==> src/rtl/board_port_arbiter.sv <==
// Four-way round-robin arbiter for the shared Conway board write port.
// Grants are held until release or preempted after MAX_HOLD cycles while others wait.
module board_port_arbiter #(
  parameter int unsigned MAX_HOLD = 8
) (
  input  logic       clk,
  input  logic       rst_n,
  input  logic [3:0] req,
  input  logic       done,
  output logic       grant_valid,
  output logic [1:0] grant_idx,
  output logic [3:0] grant_onehot
);

  localparam int unsigned CNT_W = $clog2(MAX_HOLD);
  localparam logic [CNT_W-1:0] HOLD_LAST = CNT_W'(MAX_HOLD - 1);

  typedef enum logic {
    IDLE  = 1'b0,
    GRANT = 1'b1
  } state_t;

  state_t           state, state_n;
  logic [1:0]       ptr, ptr_n;
  logic [CNT_W-1:0] hold_cnt, hold_cnt_n;
  logic [1:0]       idx_n;
  logic [1:0]       winner;
  logic             found;
  logic             release_now;

  always_ff @(posedge clk) begin
    if (!rst_n) begin
      state     <= IDLE;
      ptr       <= '0;
      hold_cnt  <= '0;
      grant_idx <= '0;
    end else begin
      state     <= state_n;
      ptr       <= ptr_n;
      hold_cnt  <= hold_cnt_n;
      grant_idx <= idx_n;
    end
  end

  assign grant_valid  = (state == GRANT);
  assign grant_onehot = grant_valid ? (4'b0001 << grant_idx) : '0;

  // Rotating priority search starting at ptr.
  always_comb begin
    winner = ptr;
    found  = 1'b0;
    for (int unsigned i = 0; i < 4; i++) begin
      if (!found && req[ptr + 2'(i)]) begin
        winner = ptr + 2'(i);
        found  = 1'b1;
      end
    end
  end

  // done and preemption collapse into a single release so ptr advances once.
  assign release_now = done || !req[grant_idx] ||
                       ((hold_cnt == HOLD_LAST) && ((req & ~grant_onehot) != 4'b0000));

  always_comb begin
    state_n    = state;
    ptr_n      = ptr;
    hold_cnt_n = hold_cnt;
    idx_n      = grant_idx;
    case (state)
      IDLE: begin
        if (found) begin
          idx_n      = winner;
          hold_cnt_n = '0;
          state_n    = GRANT;
        end
      end
      GRANT: begin
        if (release_now) begin
          state_n = IDLE;
          ptr_n   = grant_idx + 2'd1;
        end else if (hold_cnt != HOLD_LAST) begin
          hold_cnt_n = hold_cnt + CNT_W'(1);
        end
      end
      default: state_n = IDLE;
    endcase
  end

endmodule

==> config.mk <==
export PLATFORM = sky130hd
export DESIGN_NAME = board_port_arbiter
export DESIGN_NICKNAME = d
export VERILOG_FILES = /design/src/rtl/board_port_arbiter.sv
export SDC_FILE = /design/constraint.sdc
export NUM_CORES = 1
export LEC_CHECK = 0
export ABC_AREA = 0
export CELL_PAD_IN_SITES_DETAIL_PLACEMENT = 0
export CELL_PAD_IN_SITES_GLOBAL_PLACEMENT = 1
export CORE_MARGIN = 5
export CORE_UTILIZATION = 37
export DETAILED_ROUTE_END_ITERATION = 7
export PLACE_DENSITY = 0.77
export SETUP_SLACK_MARGIN = 0.3
export SLEW_MARGIN = 15
export SYNTH_ARGS = -nofsm -noshare
export SYNTH_HDL_FRONTEND = slang
export SYNTH_SLANG_ARGS = --single-unit
==> constraint.sdc <==
create_clock -name clk -period 3.7 [get_ports clk]
set_input_delay 0.37 -clock clk [delete_from_list [all_inputs] [get_ports clk]]
set_output_delay 0.37 -clock clk [all_outputs]
set_load 0.02 [all_outputs]
==> results of run 1 <==
## path summary, 6_finish.rpt
kind	start	endpoint	slack, ns	cells after the start
max reg2reg	grant_idx[0]	ptr[1]	2.07	6
min reg2reg	hold_cnt[2]	hold_cnt[2]	0.48	2
max	grant_idx[0]	grant_onehot[2]	1.57	4
min	hold_cnt[2]	hold_cnt[2]	0.48	2
## cells by family after synthesis
group	after synthesis	share of synthesized area, %
muxes	4	6.30
AOI/OAI and AO/OA	23	23.0
and+or+nand+nor	35	30.1
adders and majority gates	6	11.8
DFF	8	25.2
buffers and inverters	4	3.54
## Yosys cell counts, drive strengths merged
cell	instances	area (sq um)
or3	2	12.5
nor3b	1	7.51
o22a	1	8.76
o22ai	1	6.26
nor4	1	6.26
a21oi	6	30.0
a21boi	2	15.0
and2	4	25.0
o2111ai	1	8.76
inv	2	7.51
or2	2	12.5
mux2i	4	40.0
clkbuf	1	3.75
a21o	1	7.51
dfxtp	8	160
ha	6	75.1
nand3	2	10.0
nor2b	10	62.6
or2b	1	7.51
buf	1	11.3
nand2b	1	6.26
o21ai	6	30.0
nor2	3	11.3
o31ai	1	7.51
o41ai	1	8.76
nand2	8	30.0
o31a	1	8.76
o21bai	2	15.0
## per-layer routing
metal  vias up  track usage, %
met3         2            2.92
met1       282            15.5
met2        20            16.5
met4         0            6.55
li1        312               -
met5         -               0
## metrics by stage
stage,total power [W],instance area (sq um),util [%],hold slack (ns)
2_1_floorplan,0.000155,636,-,0.456
3_3_place_gp,0.000188,772,46.2,0.471
3_5_place_dp,0.000188,772,46.2,0.477
4_1_cts,0.000253,795,47.6,0.486
5_1_grt,0.000264,795,47.6,0.505
6_report,0.000249,795,47.6,0.483
## worst register-to-register path: cells and delay by family (launching register included)
family          cells  cell delay, ns
compound gates      2            0.38
mux                 1            0.22
fa+ha+maj           1            0.23
flops               1            0.48
simple gates        1            0.12
buf+inv             1            0.13
## power breakdown
group | switching [W] | leakage (nW) | total (W) | internal, W
clock network | 0.0000263 | 0.0138 | 0.0000632 | 0.0000369
registers | 0.0000118 | 0.0655 | 0.000105 | 0.0000927
logic | 0.0000408 | 0.223 | 0.0000811 | 0.0000403
total | 0.0000790 | 0.302 | 0.000249 | 0.000170
## final cells by class
class,instances,area (sq um),area share (%)
clock buffers,3,22.5,2.83
inverters,2,7.51,0.945
multi-input cells,68,453,57.0
flip-flops and latches,8,160,20.2
well taps,17,21.3,2.68
repair buffers,13,130,16.4
## registers in the layout, summed over array words and instances (netlist names)
name and count:
hold_cnt 3, grant_valid 1, grant_idx 2, ptr 2
## cell usage in the layout, fill, tap and decap left out
cell type and n:
a21oi_1 6, nand3_1 2, nor2_1 3, or2_0 1
o21ai_0 6, o22ai_1 1, o31ai_1 1, o2111ai_1 1
mux2i_1 4, inv_1 2, dfxtp_1 8, nor2b_1 10
or3_1 2, or2b_1 1, a21o_1 1, o31a_1 1
nand2b_1 1, clkbuf_4 3, o22a_1 1, nand2_1 8
a21boi_0 1, o21bai_1 2, nor4_1 1, nor3b_1 1
o41ai_1 1, clkdlybuf4s50_1 13, ha_1 6, or2_2 1
a21boi_1 1, and2_1 4
==> results.py, run 1 <==
metrics = {
    "outcome": {
        "status": "finished clean",
    },
    "global_route": {
        "grt.total_usage_pct": 11.5,
        "pin_count_of_the_biggest_net_entering_global_routing": 13,
        "grt_remaining_overflow": 0,
        "global_route_wire_length_before_repair_mm": 2.31,
        "initial_antenna_violation_count": 0,
        "via_count_of_the_first_global_routing_pass": 539,
    },
    "clock_network": {
        "cts_buffers": 3,
        "clkSinkCount": 8,
        "ctsHoldBuffers": 0,
        "cts_tree": "built",
        "worst_setup_hold_path_clk_slew_ns": 0.05,
        "max-clock-path-buffers": 2,
        "htree_levels": 1,
        "cts_root_buf": "clkbuf_4",
        "cts_resized": 0,
        "clkLatencyLatePin_ns": 0.25,
        "cts_setup_buffers": 0,
    },
    "detailed_routing": {
        "drt_iter0_drc": 10,
        "topRoutingLayerUsed": "met4",
        "route.vias.total": 616,
        "routedLengthMet1_microns": 701,
        "met2WireLength_microns": 621,
        "post_drt_via_cell_ratio": 5.55,
        "drt_drc": 0,
        "drtPass1Iterations": 4,
        "antenna_left": 0,
        "drt-wirelength-per-cell_microns": 12.8,
        "met3_length_microns": 87,
        "routed_wirelength_mm": 1.43,
    },
    "sta": {
        "grt_setup_unrepaired": "false",
        "finalMaxSlewViolations": 0,
        "setup_clock_skew_after_layout_ns": 0.00685,
        "fmaxAchievable_mhz": 470,
        "period_share_pct": 57.5,
        "finalSetupTns_ns": 0,
        "period_minus_slack_ns": 2.13,
        "final_hold_viol_count": 0,
        "tightest_slew_ns": 0.326,
        "slew_headroom_pct": 78.2,
        "worst_slack_ns": 1.57,
        "timing.final.setup_violations": 0,
    },
    "critical_path": {
        "worst_path_largest_cell_delay_ns": 0.53,
        "timing.critical_path.cells": "inv_1 > ha_1 > and2_1 > clkdlybuf4s50_1",
        "cp.required_ns": 3.33,
        "kind_of_cell_adding_the_most_delay_to_the_critical_path": "buffers and inverters",
        "slowest_stage": "clkdlybuf4s50_1",
        "crit_buf_inv": 2,
        "timing.setup.critical_path_class": "reg -> out",
        "critical_path_peak_fanout": 7,
        "worstSetupEndpointType": "output port",
        "cp_data_arrival_time_ns": 1.76,
        "timing.critical_path.from_type": "flip-flop",
    },
    "finish": {
        "nNetsFinal": 109,
        "drive_above_1_share_pct": 4.26,
        "final_cell_count_no_fill": 111,
        "diodes": 0,
        "fillCellCount": 172,
        "area_growth_pct": 25.0,
    },
    "place": {
        "detailed_place_hpwl_mm": 1.16,
        "placed_cells": 108,
        "placement.setup.worst_slack_ns": 1.70,
        "gp_routability_congestion": 0.773,
        "port_buffers": 13,
    },
    "floorplan": {
        "die_height_microns": 51.4,
        "dieWidth_microns": 51.4,
        "rows": 15,
        "coreArea_sq_um": 1670,
        "initial_core_util_pct": 38.1,
        "ioPinCount": 14,
        "die-area_sq_um": 2650,
    },
    "synthesis": {
        "postSynthAreaPerCell_sq_um": 7.95,
        "yosys_warnings": 0,
        "synthesis.area_sq_um": 636,
        "syn-instance-count": 80,
        "sequential_share_of_the_synthesized_area_pct": 25.2,
        "postSynthRegisterBits": 8,
        "netlist-cell-type-count": 30,
        "mappedNetlistNets": 93,
    },
    "power_and_ir_drop": {
        "vdd_drop_max_mv": 0.182,
        "pwr_density_cell_nw_per_um2": 313,
        "p_leak_nw": 0.302,
    },
    "min_path": {
        "hold_path.class": "reg -> reg",
    },
    "flow_run": {
        "max_capacitance_violation_count": 0,
    },
}
No activity file was read; power rests on OpenSTA's default activity.
==> inputs of run 2 (changes only) <==
--- a/config.mk
+++ b/config.mk
@@ -9,9 +9,9 @@
 export CELL_PAD_IN_SITES_DETAIL_PLACEMENT = 0
 export CELL_PAD_IN_SITES_GLOBAL_PLACEMENT = 1
 export CORE_MARGIN = 5
-export CORE_UTILIZATION = 37
+export CORE_UTILIZATION = 31
 export DETAILED_ROUTE_END_ITERATION = 7
-export PLACE_DENSITY = 0.77
+export PLACE_DENSITY = 0.69
 export SETUP_SLACK_MARGIN = 0.3
 export SLEW_MARGIN = 15
 export SYNTH_ARGS = -nofsm -noshare
==> constraint.sdc (replaced) <==
create_clock -name clk -period 1.7 [get_ports clk]
set_input_delay 0.17 -clock clk [delete_from_list [all_inputs] [get_ports clk]]
set_output_delay 0.17 -clock clk [all_outputs]
set_load 0.02 [all_outputs]
==> run 2 against run 1 <==
- clock power grew to 2.5 times the previous value
- flip-flop and latch count did not move
- routed wire length is 18% higher
- critical path depth is 1 higher
==> results.py, run 2 (synthesized netlist as in run 1, its figures left out) <==
metrics = {
    "outcome": {
        "status": "finished clean",
    },
    "finish": {
        "diodes": 0,
        "final_cell_area_sq_um": 968,
        "layout_common_cells": "10 x nor2b_1, 9 x buf_4, 8 x nand2_1, 6 x a21oi_1, 6 x clkdlybuf4s50_1",
        "largest_reg_flops": 3,
        "layout.core_utilization_pct": 49.4,
        "max_flop_register": "hold_cnt",
        "area_growth_pct": 52.4,
        "nNetsFinal": 118,
        "biggestRegsByFlops": "hold_cnt (3), grant_idx (2), ptr (2)",
        "final_cell_count_no_fill": 131,
        "layout_commonest_cell": "nor2b_1",
        "drive_above_1_share_pct": 32.7,
    },
    "sta": {
        "slew_headroom_pct": 80.0,
        "fmaxAchievable_mhz": 699,
        "period_share_pct": 84.1,
        "timing.final.setup_violations": 0,
        "tightest_slew_ns": 0.297,
        "final_hold_viol_count": 0,
        "setup_clock_skew_after_layout_ns": 0.00473,
        "worst_slack_ns": 0.270,
        "grt_setup_unrepaired": "true",
        "period_minus_slack_ns": 1.43,
        "timing.hold.ws_ns": 0.496,
        "finalMaxSlewViolations": 0,
    },
    "place": {
        "placed_cells": 123,
        "port_buffers": 13,
        "placed_area_sq_um": 830,
        "placement.setup.worst_slack_ns": -0.0523,
        "detailed_place_hpwl_mm": 1.21,
        "gp_routability_congestion": 0.778,
    },
    "global_route": {
        "pin_count_of_the_biggest_net_entering_global_routing": 13,
        "initial_antenna_violation_count": 0,
        "grt.total_usage_pct": 11.1,
        "grt_remaining_overflow": 0,
        "global_route_wire_length_before_repair_mm": 2.79,
        "via_count_of_the_first_global_routing_pass": 659,
    },
    "clock_network": {
        "cts_root_buf": "clkbuf_4",
        "max-clock-path-buffers": 2,
        "cts_tree": "built",
        "cts_buffers": 3,
        "clkLatencyLatePin_ns": 0.25,
        "htree_levels": 1,
        "worst_setup_hold_path_clk_slew_ns": 0.05,
        "ctsHoldBuffers": 0,
        "clkSinkCount": 8,
    },
    "detailed_routing": {
        "drt_iter0_drc": 3,
        "drtPass1Iterations": 4,
        "drt-wirelength-per-cell_microns": 12.9,
        "routed_wirelength_mm": 1.69,
        "drt_drc": 0,
        "antenna_left": 0,
        "route.vias.total": 676,
        "post_drt_via_cell_ratio": 5.16,
    },
    "floorplan": {
        "initial_core_util_pct": 32.4,
        "coreArea_sq_um": 1960,
        "die-area_sq_um": 3060,
        "die_height_microns": 55.3,
        "ioPinCount": 14,
        "rows": 16,
        "dieWidth_microns": 55.3,
    },
    "power_and_ir_drop": {
        "p_leak_nw": 0.371,
        "net-switching-power_w": 0.000207,
        "vdd_drop_max_mv": 0.438,
        "p_int_w": 0.000403,
        "switching_share_pct": 34.0,
        "comb_power_share_pct": 35.5,
        "pwr_density_cell_nw_per_um2": 631,
        "power.sequential.fraction_pct": 38.5,
        "clock_power_share_pct": 26.0,
    },
    "flow_run": {
        "max_capacitance_violation_count": 0,
    },
    "critical_path": {
        "kind_of_cell_adding_the_most_delay_to_the_critical_path": "simple AND/OR/NAND/NOR gates",
        "timing.critical_path.from_type": "flip-flop",
        "critical_path_peak_fanout": 2,
        "timing.setup.critical_path_class": "reg -> reg",
        "timing.critical_path.cells": "ha_4 > ha_2 > or2b_1 > or3_1 > a21oi_1",
        "worst_path_largest_cell_delay_ns": 0.34,
        "slowest_stage": "or3_1",
        "worstSetupEndpointType": "flip-flop",
        "cp_data_arrival_time_ns": 1.61,
        "cp.required_ns": 1.88,
        "crit_buf_inv": 0,
    },
    "min_path": {
        "hold_path.class": "reg -> reg",
    },
}
-- run 2: metal layers --
metal,vias up,share of wire (%),GRT usage (%)
met5,-,0,0
met4,0,0,2.08
met3,0,5.9,4.43
met2,21,48,18.2
met1,321,46,13.6
li1,334,-,-
-- run 2: power groups by stage --
stage	Clock, W	Combinational, W	Sequential [W]
2_1_floorplan	0	0.000107	0.000231
6_report	0.000159	0.000217	0.000235
3_3_place_gp	0	0.000192	0.000235
5_1_grt	0.000172	0.000238	0.000239
4_1_cts	0.000165	0.000200	0.000233
3_5_place_dp	0	0.000189	0.000233
-- run 2: layout make-up --
cell class / count / area, sq um
Timing Repair Buffer: 22 / 180
Sequential cell: 8 / 170
Inverter: 2 / 12.5
Tap cell: 27 / 33.8
Fill cell: 218 / 993
Multi-Input combinational cell: 68 / 546
Clock buffer: 4 / 26.3
-- run 2: final timing paths --
| kind | depth (start not counted) | startpoint | to | slack (ns) |
|---|---|---|---|---|
| max | 5 | hold_cnt[1] | hold_cnt[0] | 0.27 |
| min reg2reg | 2 | hold_cnt[2] | hold_cnt[2] | 0.50 |
| max reg2reg | 5 | hold_cnt[1] | hold_cnt[0] | 0.27 |
| min | 2 | hold_cnt[2] | hold_cnt[2] | 0.50 |
-- run 2: what timing repair did --
action,4_1_cts,5_1_grt
gates cloned,0,0
pin swaps,2,4
setup endpoints to repair,11,9
resized for setup,32,13
hold endpoints to repair,0,0
setup buffers,3,1
-- run 2: through the flow --
stage	power, W	TNS (ns)
floorplan	0.000338	0
global placement	0.000426	-0.0474
detailed placement	0.000422	-0.0986
CTS	0.000597	0
global route	0.000650	0
finish	0.000611	0
-- run 2: worst register-to-register path, delay by kind of cell, from the launching register on --
| family | cells | cell delay [ns] |
|---|---|---|
| simple gates | 2 | 0.58 |
| fa+ha+maj | 2 | 0.32 |
| flops | 1 | 0.33 |
| compound gates | 1 | 0.13 |
==> inputs of run 3 (changes only) <==
==> constraint.sdc (replaced) <==
create_clock -name clk -period 1.3 [get_ports clk]
set_input_delay 0.13 -clock clk [delete_from_list [all_inputs] [get_ports clk]]
set_output_delay 0.13 -clock clk [all_outputs]
set_load 0.02 [all_outputs]
==> run 3 against run 2 <==
- the flow now finishes with violations (negative setup slack)
- hold slack worse by 0.014 ns
- global-route usage is 1.9 points higher
- largest cell class unchanged
- clock-buffer cell count stayed put
- clock skew is 0.0020 ns lower
- highest routed layer is now met4
- flip-flop and latch count stayed put
- worst setup slack worse by 0.46 ns
==> results.py, run 3 (synthesized netlist as in run 1, its figures left out) <==
metrics = {
    "power_and_ir_drop": {
        "comb_power_share_pct": 43.9,
        "pwr_density_cell_nw_per_um2": 794,
        "power.sequential.fraction_pct": 33.0,
        "p_leak_nw": 0.439,
        "total_power_w": 0.000904,
        "net-switching-power_w": 0.000306,
        "p_int_w": 0.000598,
        "vdd_drop_max_mv": 0.751,
        "switching_share_pct": 33.8,
        "clock_power_share_pct": 23.2,
    },
    "critical_path": {
        "reg2reg_slack_ns": -0.19,
        "worst_r2r_startpoint": "grant_idx[1]",
        "worst-r2r-cell-count": 5,
        "cp_data_arrival_time_ns": 1.67,
        "timing.setup.critical_path_class": "reg -> reg",
        "worst_path_largest_cell_delay_ns": 0.36,
        "worst_r2r_endpoint": "hold_cnt[0]",
        "critical_path_peak_fanout": 4,
        "timing.critical_path.from_type": "flip-flop",
        "timing.critical_path.cells": "buf_4 > or2_4 > o22a_1 > or3_1 > a21oi_1",
        "worstSetupEndpointType": "flip-flop",
        "slowest_stage": "dfxtp_4",
        "cp.required_ns": 1.48,
    },
    "place": {
        "placement.setup.worst_slack_ns": -0.406,
        "detailed_place_hpwl_mm": 1.34,
        "placed_area_sq_um": 928,
        "port_buffers": 13,
        "gp_routability_congestion": 0.785,
    },
    "floorplan": {
        "rows": 16,
        "coreArea_sq_um": 1960,
        "ioPinCount": 14,
        "die_height_microns": 55.3,
        "die-area_sq_um": 3060,
        "initial_core_util_pct": 32.4,
        "dieWidth_microns": 55.3,
    },
    "detailed_routing": {
        "antenna_left": 0,
        "drt-wirelength-per-cell_microns": 13.7,
        "drt_drc": 0,
        "post_drt_via_cell_ratio": 4.87,
        "drt_iter0_drc": 8,
        "routed_wirelength_mm": 1.92,
        "route.vias.total": 682,
        "drtPass1Iterations": 4,
    },
    "outcome": {
        "violations": "negative setup slack",
        "status": "finished, violations left",
    },
    "clock_network": {
        "cts_root_buf": "clkbuf_4",
        "max-clock-path-buffers": 2,
        "cts_buffers": 3,
        "ctsHoldBuffers": 0,
        "cts_tree": "built",
        "htree_levels": 1,
        "clkLatencyLatePin_ns": 0.25,
        "worst_setup_hold_path_clk_slew_ns": 0.06,
        "clkSinkCount": 8,
    },
    "sta": {
        "timing.hold.ws_ns": 0.483,
        "worst_slack_ns": -0.193,
        "fmaxAchievable_mhz": 670,
        "setup_clock_skew_after_layout_ns": 0.00270,
        "tightest_slew_ns": 0.372,
        "timing.final.setup_violations": 9,
        "finalMaxSlewViolations": 0,
        "slew_headroom_pct": 75.2,
        "final_hold_viol_count": 0,
        "period_minus_slack_ns": 1.49,
        "grt_setup_unrepaired": "true",
        "period_share_pct": 115,
    },
    "min_path": {
        "hold_path.class": "reg -> reg",
        "worstHoldStart": "hold_cnt[1]",
        "timing.hold.worst_path_depth": 2,
        "min_to": "hold_cnt[1]",
    },
    "finish": {
        "final_cell_area_sq_um": 1140,
        "fillCellCount": 190,
        "area_growth_pct": 79.1,
        "layout_commonest_cell": "buf_4",
        "largest_reg_flops": 3,
        "biggestRegsByFlops": "hold_cnt (3), grant_idx (2), ptr (2)",
        "nNetsFinal": 127,
        "drive_above_1_share_pct": 54.0,
        "max_flop_register": "hold_cnt",
        "diodes": 0,
        "layout_common_cells": "12 x buf_4, 10 x buf_6, 8 x nand2_1, 7 x nor2b_1, 4 x ha_4",
    },
    "global_route": {
        "grt_remaining_overflow": 0,
        "global_route_wire_length_before_repair_mm": 3.13,
        "via_count_of_the_first_global_routing_pass": 682,
        "initial_antenna_violation_count": 0,
        "pin_count_of_the_biggest_net_entering_global_routing": 9,
        "grt.total_usage_pct": 13.0,
    },
    "flow_run": {
        "max_capacitance_violation_count": 0,
    },
}
-- run 3: per-stage QoR --
step / util (%) / TNS [ns] / cells
finish: 58.0 / -0.975 / 140
floorplan: - / -0.145 / 80
detailed placement: 47.3 / -3.04 / 131
global route: 58.0 / -1.54 / 140
global placement: 47.3 / -3.16 / 131
CTS: 52.9 / -0.852 / 137
-- run 3: area by class of cell --
type	instances	area [sq um]	area share (%)
inverter	2	12.5	1.10
clock buffer	4	26.3	2.31
timing repair buffer	31	274	24.1
sequential	8	174	15.3
tap	27	33.8	2.97
multi-input combinational	68	618	54.3
-- run 3: worst max-delay path: cells and delay by family (launching register included) --
kind                   cells  cell delay (ns)
flip-flops                 1             0.36
buffers and inverters      1             0.15
AND/OR/NAND/NOR            2             0.58
AO/OA/AOI/OAI              2             0.32
-- run 3: per-layer routing --
layer	track usage, %	vias up	share of wire [%]
met5	0	-	0
met4	4.17	0	0.89
met3	5.13	2	3.3
met2	22.6	11	52
met1	14.2	321	44
li1	-	348	-
-- run 3: worst max-delay path by stage --
| stage | depth (start not counted) | from | slack (ns) | endpoint |
|---|---|---|---|---|
| floorplan | 6 | grant_idx[0] | -0.06 | ptr[0] |
| global placement | 6 | req[0] | -0.40 | ptr[1] |
| detailed placement | 6 | req[0] | -0.41 | ptr[1] |
| CTS | 6 | grant_idx[0] | -0.19 | ptr[1] |
| global route | 6 | grant_idx[0] | -0.28 | ptr[1] |
| finish | 5 | grant_idx[1] | -0.19 | hold_cnt[0] |
-- run 3: power by group through the flow --
stage	registers (W)	logic (W)	clock network [W]
finish	0.000298	0.000396	0.000209
global route	0.000303	0.000431	0.000238
CTS	0.000297	0.000333	0.000217
detailed placement	0.000298	0.000297	0
global placement	0.000298	0.000295	0
floorplan	0.000304	0.000151	0
-- run 3: what timing repair did --
action,CTS,global route
resized for setup,59,19
pin swaps,7,7
endpoints found under the setup margin,15,14
buffers inserted,2,3
